$ cat src/rtl/vpg_mode_sel.sv
// vpg_mode_sel: video-mode selector for the VPG.
// Debounces next/prev buttons, honours a direct mode load, steps the mode
// index over [MODE_MIN..MODE_MAX], pulses vpg_mode_change on each accepted
// change, then holds off further changes until change_ack or a timeout.
// All state except the button synchronisers advances only on clk_en.

module vpg_mode_sel #(
   parameter int MODE_W         = 4,
   parameter int MODE_MIN       = 0,
   parameter int MODE_MAX       = 9,
   parameter int MODE_INIT      = 0,
   parameter bit WRAP           = 1'b1,
   parameter int DEBOUNCE_TICKS = 16,
   parameter int STARTUP_TICKS  = 9,
   parameter int ACK_TIMEOUT    = 1024
) (
   input  logic              clk,
   input  logic              reset,
   input  logic              clk_en,
   input  logic              btn_next,
   input  logic              btn_prev,
   input  logic              mode_load,
   input  logic [MODE_W-1:0] mode_load_val,
   input  logic              mode_lock,
   input  logic              change_ack,
   output logic [MODE_W-1:0] vpg_mode,
   output logic              vpg_mode_change,
   output logic              mode_busy,
   output logic              ack_timeout
);

   localparam int DB_W = $clog2(DEBOUNCE_TICKS + 1);
   localparam int ST_W = $clog2(STARTUP_TICKS + 1);
   localparam int TO_W = $clog2(ACK_TIMEOUT + 1);

   localparam logic [DB_W-1:0]   DB_LAST = DB_W'(DEBOUNCE_TICKS - 1);
   localparam logic [ST_W-1:0]   ST_LAST = ST_W'(STARTUP_TICKS - 1);
   localparam logic [TO_W-1:0]   TO_LAST = TO_W'(ACK_TIMEOUT - 1);
   localparam logic [MODE_W-1:0] MIN_V   = MODE_W'(MODE_MIN);
   localparam logic [MODE_W-1:0] MAX_V   = MODE_W'(MODE_MAX);
   localparam logic [MODE_W-1:0] INIT_V  = MODE_W'(MODE_INIT);

   typedef enum logic [1:0] {
      ST_STARTUP,
      ST_IDLE,
      ST_PULSE,
      ST_WAIT
   } state_t;

   // Bit 0 is the next button, bit 1 the prev button.
   logic [1:0]           sync1_q, sync2_q;
   logic [1:0]           level_q, level_d;
   logic [1:0][DB_W-1:0] db_cnt_q, db_cnt_d;
   logic [1:0]           press;

   state_t              state_q;
   logic [MODE_W-1:0]   mode_q;
   logic                change_q, busy_q, timeout_q;
   logic [ST_W-1:0]     st_cnt_q;
   logic [TO_W-1:0]     to_cnt_q;

   logic                load_ok, step_next, step_prev;
   logic                evt;
   logic [MODE_W-1:0]   evt_mode;

   // Two-flop synchronisers run on every clk so the raw buttons are safe to sample.
   // NOTE: sequential blocks use non-blocking (<=) so every flop samples pre-edge values.
   always_ff @(posedge clk or posedge reset) begin
      if (reset) begin
         sync1_q <= '0;
         sync2_q <= '0;
      end else begin
         sync1_q <= {btn_prev, btn_next};
         sync2_q <= sync1_q;
      end
   end

   // Debounce: flip the level after DEBOUNCE_TICKS consecutive differing ticks; a 0->1 flip is a press.
   always_comb begin
      // NOTE: defaults first so no path leaves a variable unassigned (which would infer a latch).
      level_d  = level_q;
      db_cnt_d = db_cnt_q;
      press    = '0;
      for (int i = 0; i < 2; i++) begin
         if (clk_en) begin
            if (sync2_q[i] == level_q[i]) begin
               db_cnt_d[i] = '0;
            end else if (db_cnt_q[i] == DB_LAST) begin
               db_cnt_d[i] = '0;
               level_d[i]  = sync2_q[i];
               press[i]    = sync2_q[i];
            end else begin
               db_cnt_d[i] = db_cnt_q[i] + DB_W'(1);
            end
         end
      end
   end

   // Debounced levels reset high so a button held through reset is not seen as a press.
   always_ff @(posedge clk or posedge reset) begin
      if (reset) begin
         level_q  <= 2'b11;
         db_cnt_q <= '0;
      end else begin
         level_q  <= level_d;
         db_cnt_q <= db_cnt_d;
      end
   end

   // Event arbitration: load beats next beats prev; simultaneous next+prev cancel out.
   always_comb begin
      load_ok   = mode_load && (int'(mode_load_val) >= MODE_MIN) &&
                  (int'(mode_load_val) <= MODE_MAX);
      step_next = press[0] && !press[1] && !mode_lock;
      step_prev = press[1] && !press[0] && !mode_lock;
      evt       = 1'b0;
      evt_mode  = mode_q;
      if (load_ok) begin
         evt      = 1'b1;
         evt_mode = mode_load_val;
      end else if (step_next) begin
         if (mode_q != MAX_V) begin
            evt      = 1'b1;
            evt_mode = mode_q + MODE_W'(1);
         end else if (WRAP) begin
            evt      = 1'b1;
            evt_mode = MIN_V;
         end
      end else if (step_prev) begin
         if (mode_q != MIN_V) begin
            evt      = 1'b1;
            evt_mode = mode_q - MODE_W'(1);
         end else if (WRAP) begin
            evt      = 1'b1;
            evt_mode = MAX_V;
         end
      end
   end

   // Change-control FSM with registered outputs; events outside IDLE are dropped.
   always_ff @(posedge clk or posedge reset) begin
      if (reset) begin
         state_q   <= ST_STARTUP;
         mode_q    <= INIT_V;
         change_q  <= 1'b0;
         busy_q    <= 1'b0;
         timeout_q <= 1'b0;
         st_cnt_q  <= '0;
         to_cnt_q  <= '0;
      end else if (clk_en) begin
         case (state_q)
            ST_STARTUP: begin
               if (st_cnt_q == ST_LAST) begin
                  mode_q   <= INIT_V;
                  change_q <= 1'b1;
                  busy_q   <= 1'b1;
                  state_q  <= ST_PULSE;
               end else begin
                  st_cnt_q <= st_cnt_q + ST_W'(1);
               end
            end
            ST_IDLE: begin
               if (evt) begin
                  mode_q   <= evt_mode;
                  change_q <= 1'b1;
                  busy_q   <= 1'b1;
                  state_q  <= ST_PULSE;
               end
            end
            ST_PULSE: begin
               change_q <= 1'b0;
               to_cnt_q <= '0;
               state_q  <= ST_WAIT;
            end
            ST_WAIT: begin
               if (change_ack) begin
                  timeout_q <= 1'b0;
                  busy_q    <= 1'b0;
                  state_q   <= ST_IDLE;
               end else if (to_cnt_q == TO_LAST) begin
                  timeout_q <= 1'b1;
                  busy_q    <= 1'b0;
                  state_q   <= ST_IDLE;
               end else begin
                  to_cnt_q <= to_cnt_q + TO_W'(1);
               end
            end
            default: state_q <= ST_IDLE;
         endcase
      end
   end

   assign vpg_mode        = mode_q;
   assign vpg_mode_change = change_q;
   assign mode_busy       = busy_q;
   assign ack_timeout     = timeout_q;

endmodule
$ cat config.mk
export PLATFORM = sky130hd
export DESIGN_NAME = vpg_mode_sel
export DESIGN_NICKNAME = d
export VERILOG_FILES = /design/src/rtl/vpg_mode_sel.sv
export SDC_FILE = /design/constraint.sdc
export NUM_CORES = 1
export LEC_CHECK = 0
export BUFFER_PORTS_ARGS = -buffer_cell sky130_fd_sc_hd__buf_2
export CORE_MARGIN = 2
export CORE_UTILIZATION = 45
export DETAILED_ROUTE_END_ITERATION = 7
export HOLD_SLACK_MARGIN = 0.06
export PLACE_DENSITY = 0.67
export SYNTH_ARGS = -nofsm -noshare
export SYNTH_HDL_FRONTEND = slang
export SYNTH_SLANG_ARGS = --single-unit
$ cat constraint.sdc
create_clock -name clk -period 1.9 [get_ports clk]
set_input_delay 0.285 -clock clk [delete_from_list [all_inputs] [get_ports clk]]
set_output_delay 0.285 -clock clk [all_outputs]
set_load 0.02 [all_outputs]
After elaboration in Yosys (flattened, before gate mapping). Cells that the tools add are included.

Flip-flop bits (word level): 40. Input bits: 12. Output and inout port bits: 7. Word-level logic and storage cells: 100.

Add/subtract/negate cells: 6. $lt $le $gt $ge: 1. Equal/unequal tests: 16. Multiplexer cells: 37. Bitwise gates (word level): 3. Reduce and logical (&&, ||, !) cells: 24.

Operators by type and width (count): 4-bit two-way mux (7); 11-bit two-way mux (2); 11-bit one-hot mux with 2 select lines (1); 5-bit two-way mux (4); 1-bit two-way mux (15); 3-bit AND reduction (4); 4-bit AND reduction (3); 11-bit by 1-bit adder with 11-bit output, second input constant (1); 11-bit by 10-bit equality test with 1-bit output, second input constant (1); 5-bit by 1-bit adder with 5-bit output, second input constant (2); 5-bit by 4-bit equality test with 1-bit output, second input constant (2); 5-bit AND reduction (2); 4-bit by 1-bit adder with 4-bit output, second input constant (2); 2-bit two-way mux (4); 2-bit inequality test, second input constant (4); 4-bit inequality test, second input constant (2); 2-bit one-hot mux with 4 select lines (1); 4-bit one-hot mux with 2 select lines (1); 1-bit one-hot mux with 3 select lines (2); 2-bit nonzero test (3); 3-bit nonzero test (2); 1-bit logical AND (5); 2-bit equality test, second input constant (2); 4-bit equality test, second input constant (1); other kinds (9) (14).

Depth between registers and ports, before layout. Gate-level depths: netlist of the first run.

Depth in word-level cells: 12. Mapped depth: 7. Depth with buffers taken out: 7.

Worst setup path before layout of the first run. OpenSTA, ideal clock, no wires.

Path type: register -> register. From: register db_cnt_q[5] in the netlist's numbering. To: register mode_q[0] (netlist: vpg_mode[0]). Library setup time: 0.121 ns. Arrival: 1.881 ns. Data required time: 1.779 ns. Path slack: -0.102 ns. Cell stages (with the launch flop): 7. Path buffers: 0. Period minus slack after synthesis: 2.002 ns. Cells stage by stage: dfrtp_1 -> ha_1 -> and4b_4 -> a2111o_1 -> a211oi_4 -> a21oi_2 -> a22o_1.

Cells in the longest elaborated chain, start to end: 11. Elaborated cells between the ends (all ways): 19. Those cells by class: eq/ne (3); mux (10); reduce/logical (6).

Ends and longest elaborated chain: start: declaration (line 53) `logic [1:0][DB_W-1:0] db_cnt_q, db_cnt_d;`; start signal: assignment (line 106) `db_cnt_q <= db_cnt_d;`; 5-bit by 4-bit equality test with 1-bit output * (line 88) `end else if (db_cnt_q[i] == DB_LAST) begin`; 1-bit two-way mux * (line 88); 1-bit two-way mux * (line 86) `if (sync2_q[i] == level_q[i]) begin`; 1-bit two-way mux * (line 85) `if (clk_en) begin`; 1-bit logical AND or 1-bit logical NOT (tied branches) (line 115, 114); 1-bit logical AND (on tied branches) (line 115, 114); 1-bit two-way mux or 1-bit logical AND (tied branches) (line 129, 114); 1-bit two-way mux or 4-bit two-way mux (tied branches) (line 121) `end else if (step_next) begin`; 1-bit two-way mux or 4-bit two-way mux (tied branches) (line 118) `if (load_ok) begin`; 2-bit inequality test (no source line) or 4-bit two-way mux (tied branches); 5-bit AND reduction (no source line) or 4-bit one-hot mux with 2 select lines (tied branches); end signal: assignment (line 164) `mode_q <= evt_mode;`; end: declaration (line 57) `logic [MODE_W-1:0] mode_q;`.

Mark *: on every way between the ends. The rest lies on a longest branch, timed or not. The select of a mux whose other input is x is not followed. A chain may end at the register's enable or synchronous reset.

Worst setup path after layout of the first run.
From: register db_cnt_q[6] in the netlist's numbering. To: register mode_q[3] (netlist: vpg_mode[3]).

The elaborated chain is that of the path after synthesis.

==> run metrics, run 1 <==
core area=0.00507 mm²; met1 Track Usage GR=25.3%; Final Hold Fails=0; worst rel slew slack=66.2%; Routed Antenna Nets=0; Post-DP HPWL=3.70 mm; Lkg Pwr=1.34 nW; CTS root buf=clkbuf_8; gate count after technology mapping=245; R2R setup slack=-80 ps; fin. max-slew vios=0; routed wire length=5.04 mm; post-synthesis sequential area ratio=42.7%; Synth top area share=40.5%; Combinational Power Share=42.1%; n_diodes=0; Sink Count=40; largest net degree at the start of global routing=41; RSZ-0062 raised after global routing=true; violated checks=setup timing; Post-synth top flop=dfrtp_1; Sw Share=36.5%; DRC=0; first-pass iteration count of the detailed router=5; DRT iter0 DRCs=101; number of flops mapped to enable cells by yosys=0; CTS clk-pin slew, worst paths=80 ps; internal power=2.06 mW; r2r startpoint=db_cnt_q[6]; first-pass GRT wire length=8.73 mm; grt ovf=0; number of buffers created by CTS=5; Filler cells=476; Setup crit end=vpg_mode[3]; post-layout util=56.1%; cts hold-fix bufs=0; Die H=76.2 µm; sw power=1.18 mW; final period demand of the worst path=1980 ps; fin crit share=104%; status=finished, violations left; synthesis-stage register bit count=40; Setup crit start=db_cnt_q[6]; Net Count, Synth=270; met3 Track Usage GR=3.55%; Layout Skew=2.17 ps; max_cap viols=0; top cells by area, synth=dfrtp_1 40%, ha_1 6.9%, o21ai_0 3.6%; layout cells sized above 1=24.6%; CTS tree=done; Via Count=2026; Slew @ Worst Pin=508 ps; HP Class=input port to register; vias in the first global route=1925; full die area=0.00581 mm²; post-synth top area cell=dfrtp_1; Crit. End Element=register; setup violators final=7; PortBufs=18; Achievable Freq=505 MHz; fin nets=317; Syn-to-layout area delta=21.2%; met2 Use GR=28.4%; mapped cell area=0.00235 mm²; row cnt=26; placed insts=355; fin cells=363; PnR worst setup slack=-81.4 ps; routed vias/inst=5.58; ys async rst share=100%; reg2reg path depth=6; I/O Pins=19; syn_area_per_cell=9.59 µm²; Yosys cell types=51; width of the die=76.2 µm; htree depth=2; crit path max fanout=5; Initial Utilization=46.3%; WP data required=2090 ps; Worst Path Arrival=2170 ps; CTS Buffer Depth=2; clock power share=21.5%; most used routing layer=met2; Sequential Power Share=36.4%; clk_lat worst skew=300 ps; crit path kind=register to register; Worst setup SP type=register; GRT Util Overall=18.7%; drt wl/cell=13.9 µm; Syn. warnings=0; routability cong.=0.831; PwrDens=1140 mW/mm²; Peak VDD IR=0.765 mV; RR Endpoint=vpg_mode[3]; initial antenna violation count=0
==> worst min path at each step <==
stage                          start         end  slack (ps)  cells past startpoint
after floorplan             btn_next  sync1_q[0]         320                      0
after CTS                   btn_prev  sync1_q[1]          80                      1
final                       btn_prev  sync1_q[1]          90                      1
after global placement    sync1_q[1]  sync2_q[1]         330                      0
after detailed placement  sync1_q[1]  sync2_q[1]         340                      0
after global routing        btn_prev  sync1_q[1]          70                      1
==> power groups by stage <==
stage / combinational, mW / sequential (mW) / clock [mW]
after floorplan: 0.819 / 1.23 / 0
after global placement: 1.32 / 1.19 / 0
after detailed placement: 1.35 / 1.19 / 0
after CTS: 1.35 / 1.18 / 0.707
after global routing: 1.54 / 1.20 / 0.744
final: 1.36 / 1.18 / 0.696
==> cells in the final DEF (no fill, tap or decap), drive strengths merged, types with 2 or more instances in the layout <==
cell type  synthesis  layout
a211oi             3       3
a21oi             14      14
a22o               8       8
a311oi             2       2
and3               4       4
buf                2      47
clkbuf             5       6
dfrtp             38      38
dfstp              2       2
ha                13      13
inv               15      15
mux2               2       2
mux2i              7       7
nand2             22      22
nand2b             6       6
nand3             11      11
nand4              6       6
nor2              15      15
nor2b              8       8
nor3               3       3
o21ai             19      19
o22a               2       2
o22ai              2       2
o2bb2ai            2       2
o311ai             2       2
o31ai              2       2
xnor2              8       8
xor2               3       3
==> cell families after synthesis <==
kind of cell | after synthesis | share of synthesized area [%]
simple gates | 84 | 19.0
compound gates | 66 | 19.7
fa+ha+maj | 13 | 6.93
mux | 9 | 3.94
flops | 40 | 42.7
buf+inv | 22 | 3.62
xor+xnor | 11 | 4.10
==> routing by layer <==
layer,part of all wire [%],vias up
li1,-,981
met1,48,984
met2,46,50
met3,3.8,11
met4,1.6,0
met5,0,-
==> worst max-delay path: stages (launching register included) <==
cell and delay (ps):
dfrtp_1 390, ha_2 190, and4b_4 180, a2111o_1 410, a211oi_4 330, a21oi_2 130
a32o_1 230
==> cells in the mapped netlist (3+ instances only) <==
library cell,n
mux2i_1,7
inv_1,15
and3_1,4
xor2_1,3
nor2b_1,8
nor3_1,3
nand2b_1,6
dfrtp_1,38
a22o_1,8
nor2_1,15
ha_1,13
nand3_1,11
nand4_1,6
xnor2_1,8
nand2_1,22
clkbuf_1,5
a21oi_1,13
o21ai_0,17
==> flip-flops by register name (all words and copies together) (netlist names) <==
signal and flops:
sync2_q 2, state_q 2, ack_timeout 1, mode_busy 1, vpg_mode_change 1, vpg_mode 4
sync1_q 2, to_cnt_q 11, st_cnt_q 4, db_cnt_q 10, level_q 2
==> cell type report <==
type                    count  area [µm²]  share of cell area, %
clock buffers               6        72.6                   2.55
clock inverters             2        35.0                   1.23
inverters                  15        56.3                   1.98
multi-input cells         183        1280                   45.1
flip-flops and latches     40        1000                   35.3
well taps                  70        87.6                   3.08
repair buffers             47         308                   10.8
==> what timing repair did <==
item	in CTS	in global routing
gates resized for setup	0	5
hold endpoints to repair	0	0
setup buffers	0	0
pin swaps	2	2
setup endpoints to repair	8	11
==> stage by stage <==
| stage | TNS, ps | power, mW | hold WS, ps | instance area [µm²] | setup slack [ps] |
|---|---|---|---|---|---|
| 5_1_grt | -983 | 3.48 | 71.4 | 2850 | -149 |
| 3_3_place_gp | -276 | 2.51 | 333 | 2720 | -58.2 |
| 4_1_cts | -513 | 3.24 | 78.0 | 2830 | -95.9 |
| 6_report | -390 | 3.24 | 86.5 | 2850 | -81.4 |
| 3_5_place_dp | -455 | 2.54 | 343 | 2720 | -85.1 |
| 2_1_floorplan | -106 | 2.05 | 316 | 2350 | -27.4 |
(Power assumes the default switching activity.)
==> run 2, diff against run 1 <==
--- a/config.mk
+++ b/config.mk
@@ -7,10 +7,10 @@
 export LEC_CHECK = 0
 export BUFFER_PORTS_ARGS = -buffer_cell sky130_fd_sc_hd__buf_2
 export CORE_MARGIN = 2
-export CORE_UTILIZATION = 45
+export CORE_UTILIZATION = 54
 export DETAILED_ROUTE_END_ITERATION = 7
 export HOLD_SLACK_MARGIN = 0.06
-export PLACE_DENSITY = 0.67
+export PLACE_DENSITY = 0.78
 export SYNTH_ARGS = -nofsm -noshare
 export SYNTH_HDL_FRONTEND = slang
 export SYNTH_SLANG_ARGS = --single-unit
==> run metrics, run 2 (synthesis gave the netlist of run 1 again) <==
Crit. End Element=register; Most flops, register=to_cnt_q; Layout Skew=4.88 ps; Combinational Power Share=46.2%; status=finished, violations left; routed wire length=5.15 mm; Worst Hold Endpoint=sync1_q[1]; clk_lat worst skew=290 ps; most used routing layer=met2; r2r startpoint=db_cnt_q[5]; Worst setup SP type=register; vias in the first global route=1965; Final Hold Fails=0; CTS tree=done; I/O Pins=19; most frequent cells in the layout=38 x dfrtp_1, 34 x buf_4, 22 x nand2_1; post-layout util=70.7%; crit path kind=register to register; fin cells=348; Sw Share=37.8%; Peak VDD IR=0.824 mV; largest net degree at the start of global routing=41; width of the die=69.9 µm; met3 Track Usage GR=4.18%; Post-DP HPWL=3.56 mm; Largest regs=to_cnt_q: 11 flops, db_cnt_q: 10 flops; sw power=1.23 mW; R2R setup slack=-110 ps; DRT iter0 DRCs=113; first-pass iteration count of the detailed router=4; final period demand of the worst path=2010 ps; grt ovf=0; number of buffers created by CTS=5; max FFs per register=11; Achievable Freq=497 MHz; clock power share=17.8%; Sink Count=40; met2 Use GR=36.5%; cts hold-fix bufs=0; PnR worst setup slack=-111 ps; placed insts=335; WP data required=2080 ps; fin crit share=106%; RR Endpoint=state_q[1]; hold path cells=1; crit path max fanout=5; core area=0.00409 mm²; internal power=2.03 mW; Syn-to-layout area delta=23.1%; Routed Antenna Nets=0; met1 Track Usage GR=29.3%; drt wl/cell=14.8 µm; CTS clk-pin slew, worst paths=80 ps; Min-Delay Startpoint=btn_prev; Worst Path Arrival=2190 ps; Sequential Power Share=36.1%; max_cap viols=0; Lkg Pwr=1.36 nW; Slew @ Worst Pin=505 ps; RSZ-0062 raised after global routing=true; DRC=0; fin nets=322; first-pass GRT wire length=8.74 mm; n_diodes=0; routed vias/inst=5.84; placed inst area=0.00269 mm²; final instance area=0.00289 mm²; layout cells sized above 1=28.2%; routability cong.=0.881; HP Class=input port to register; GRT Util Overall=21.8%; full die area=0.00489 mm²; setup violators final=8; reg2reg path depth=7; CTS root buf=clkbuf_8; htree depth=2; CTS Buffer Depth=2; initial antenna violation count=0; row cnt=23; fin. max-slew vios=0; violated checks=setup timing; PortBufs=18; Via Count=2031; worst rel slew slack=66.3%; PwrDens=1130 mW/mm²; commonest non-fill, non-tap cell in the layout=dfrtp_1; Die H=69.9 µm; Initial Utilization=57.5%
run 2: final cells by class:
cell class | count | area, µm²
Sequential cell | 40 | 1000
Multi-Input combinational cell | 183 | 1330
Tap cell | 50 | 62.6
Fill cell | 322 | 1200
Clock buffer | 6 | 82.6
Clock inverter | 2 | 10.0
Inverter | 15 | 56.3
Timing Repair Buffer | 52 | 345
run 2: power by group through the flow:
stage	registers, mW	logic, mW	clock network (mW)
2_1_floorplan	1.23	0.819	0
3_3_place_gp	1.18	1.34	0
3_5_place_dp	1.19	1.38	0
4_1_cts	1.17	1.40	0.596
5_1_grt	1.20	1.68	0.624
6_report	1.17	1.50	0.579
run 2: how the worst max path moves through the flow:
stage | cells past startpoint | to | slack [ps] | from
finish | 7 | state_q[1] | -110 | db_cnt_q[5]
global route | 6 | vpg_mode[1] | -160 | db_cnt_q[5]
CTS | 6 | vpg_mode[2] | -100 | db_cnt_q[5]
detailed placement | 6 | vpg_mode[2] | -90 | db_cnt_q[6]
global placement | 6 | vpg_mode[1] | -40 | db_cnt_q[6]
floorplan | 6 | vpg_mode[2] | -30 | db_cnt_q[5]
run 2: critical path, stage by stage, from the launching register on:
cell	delay [ps]
dfrtp_1	390
ha_2	190
and4b_4	180
a2111o_1	410
a211oi_4	350
buf_4	190
o21ai_4	60
mux2i_1	130
run 2: repair_timing:
action / 4_1_cts / 5_1_grt
pin swaps: 4 / 6
buffers inserted: 1 / 4
endpoints found under the setup margin: 8 / 14
gates resized for setup: 1 / 14
run 2: metal layers:
layer / wire (µm) / up-vias
met5: 0 / -
met1: 2500 / 984
met4: 66 / 0
met2: 2400 / 45
met3: 182 / 9
li1: - / 993
run 2: per-stage QoR:
| stage | setup WS (ps) | power, mW | setup TNS (ps) | hold slack (ps) |
|---|---|---|---|---|
| 5_1_grt | -163 | 3.50 | -1160 | 89.4 |
| 3_5_place_dp | -86.9 | 2.57 | -512 | 346 |
| 3_3_place_gp | -44.9 | 2.52 | -186 | 332 |
| 2_1_floorplan | -27.4 | 2.05 | -106 | 316 |
| 4_1_cts | -104 | 3.17 | -636 | 86.7 |
| 6_report | -111 | 3.26 | -713 | 95.5 |
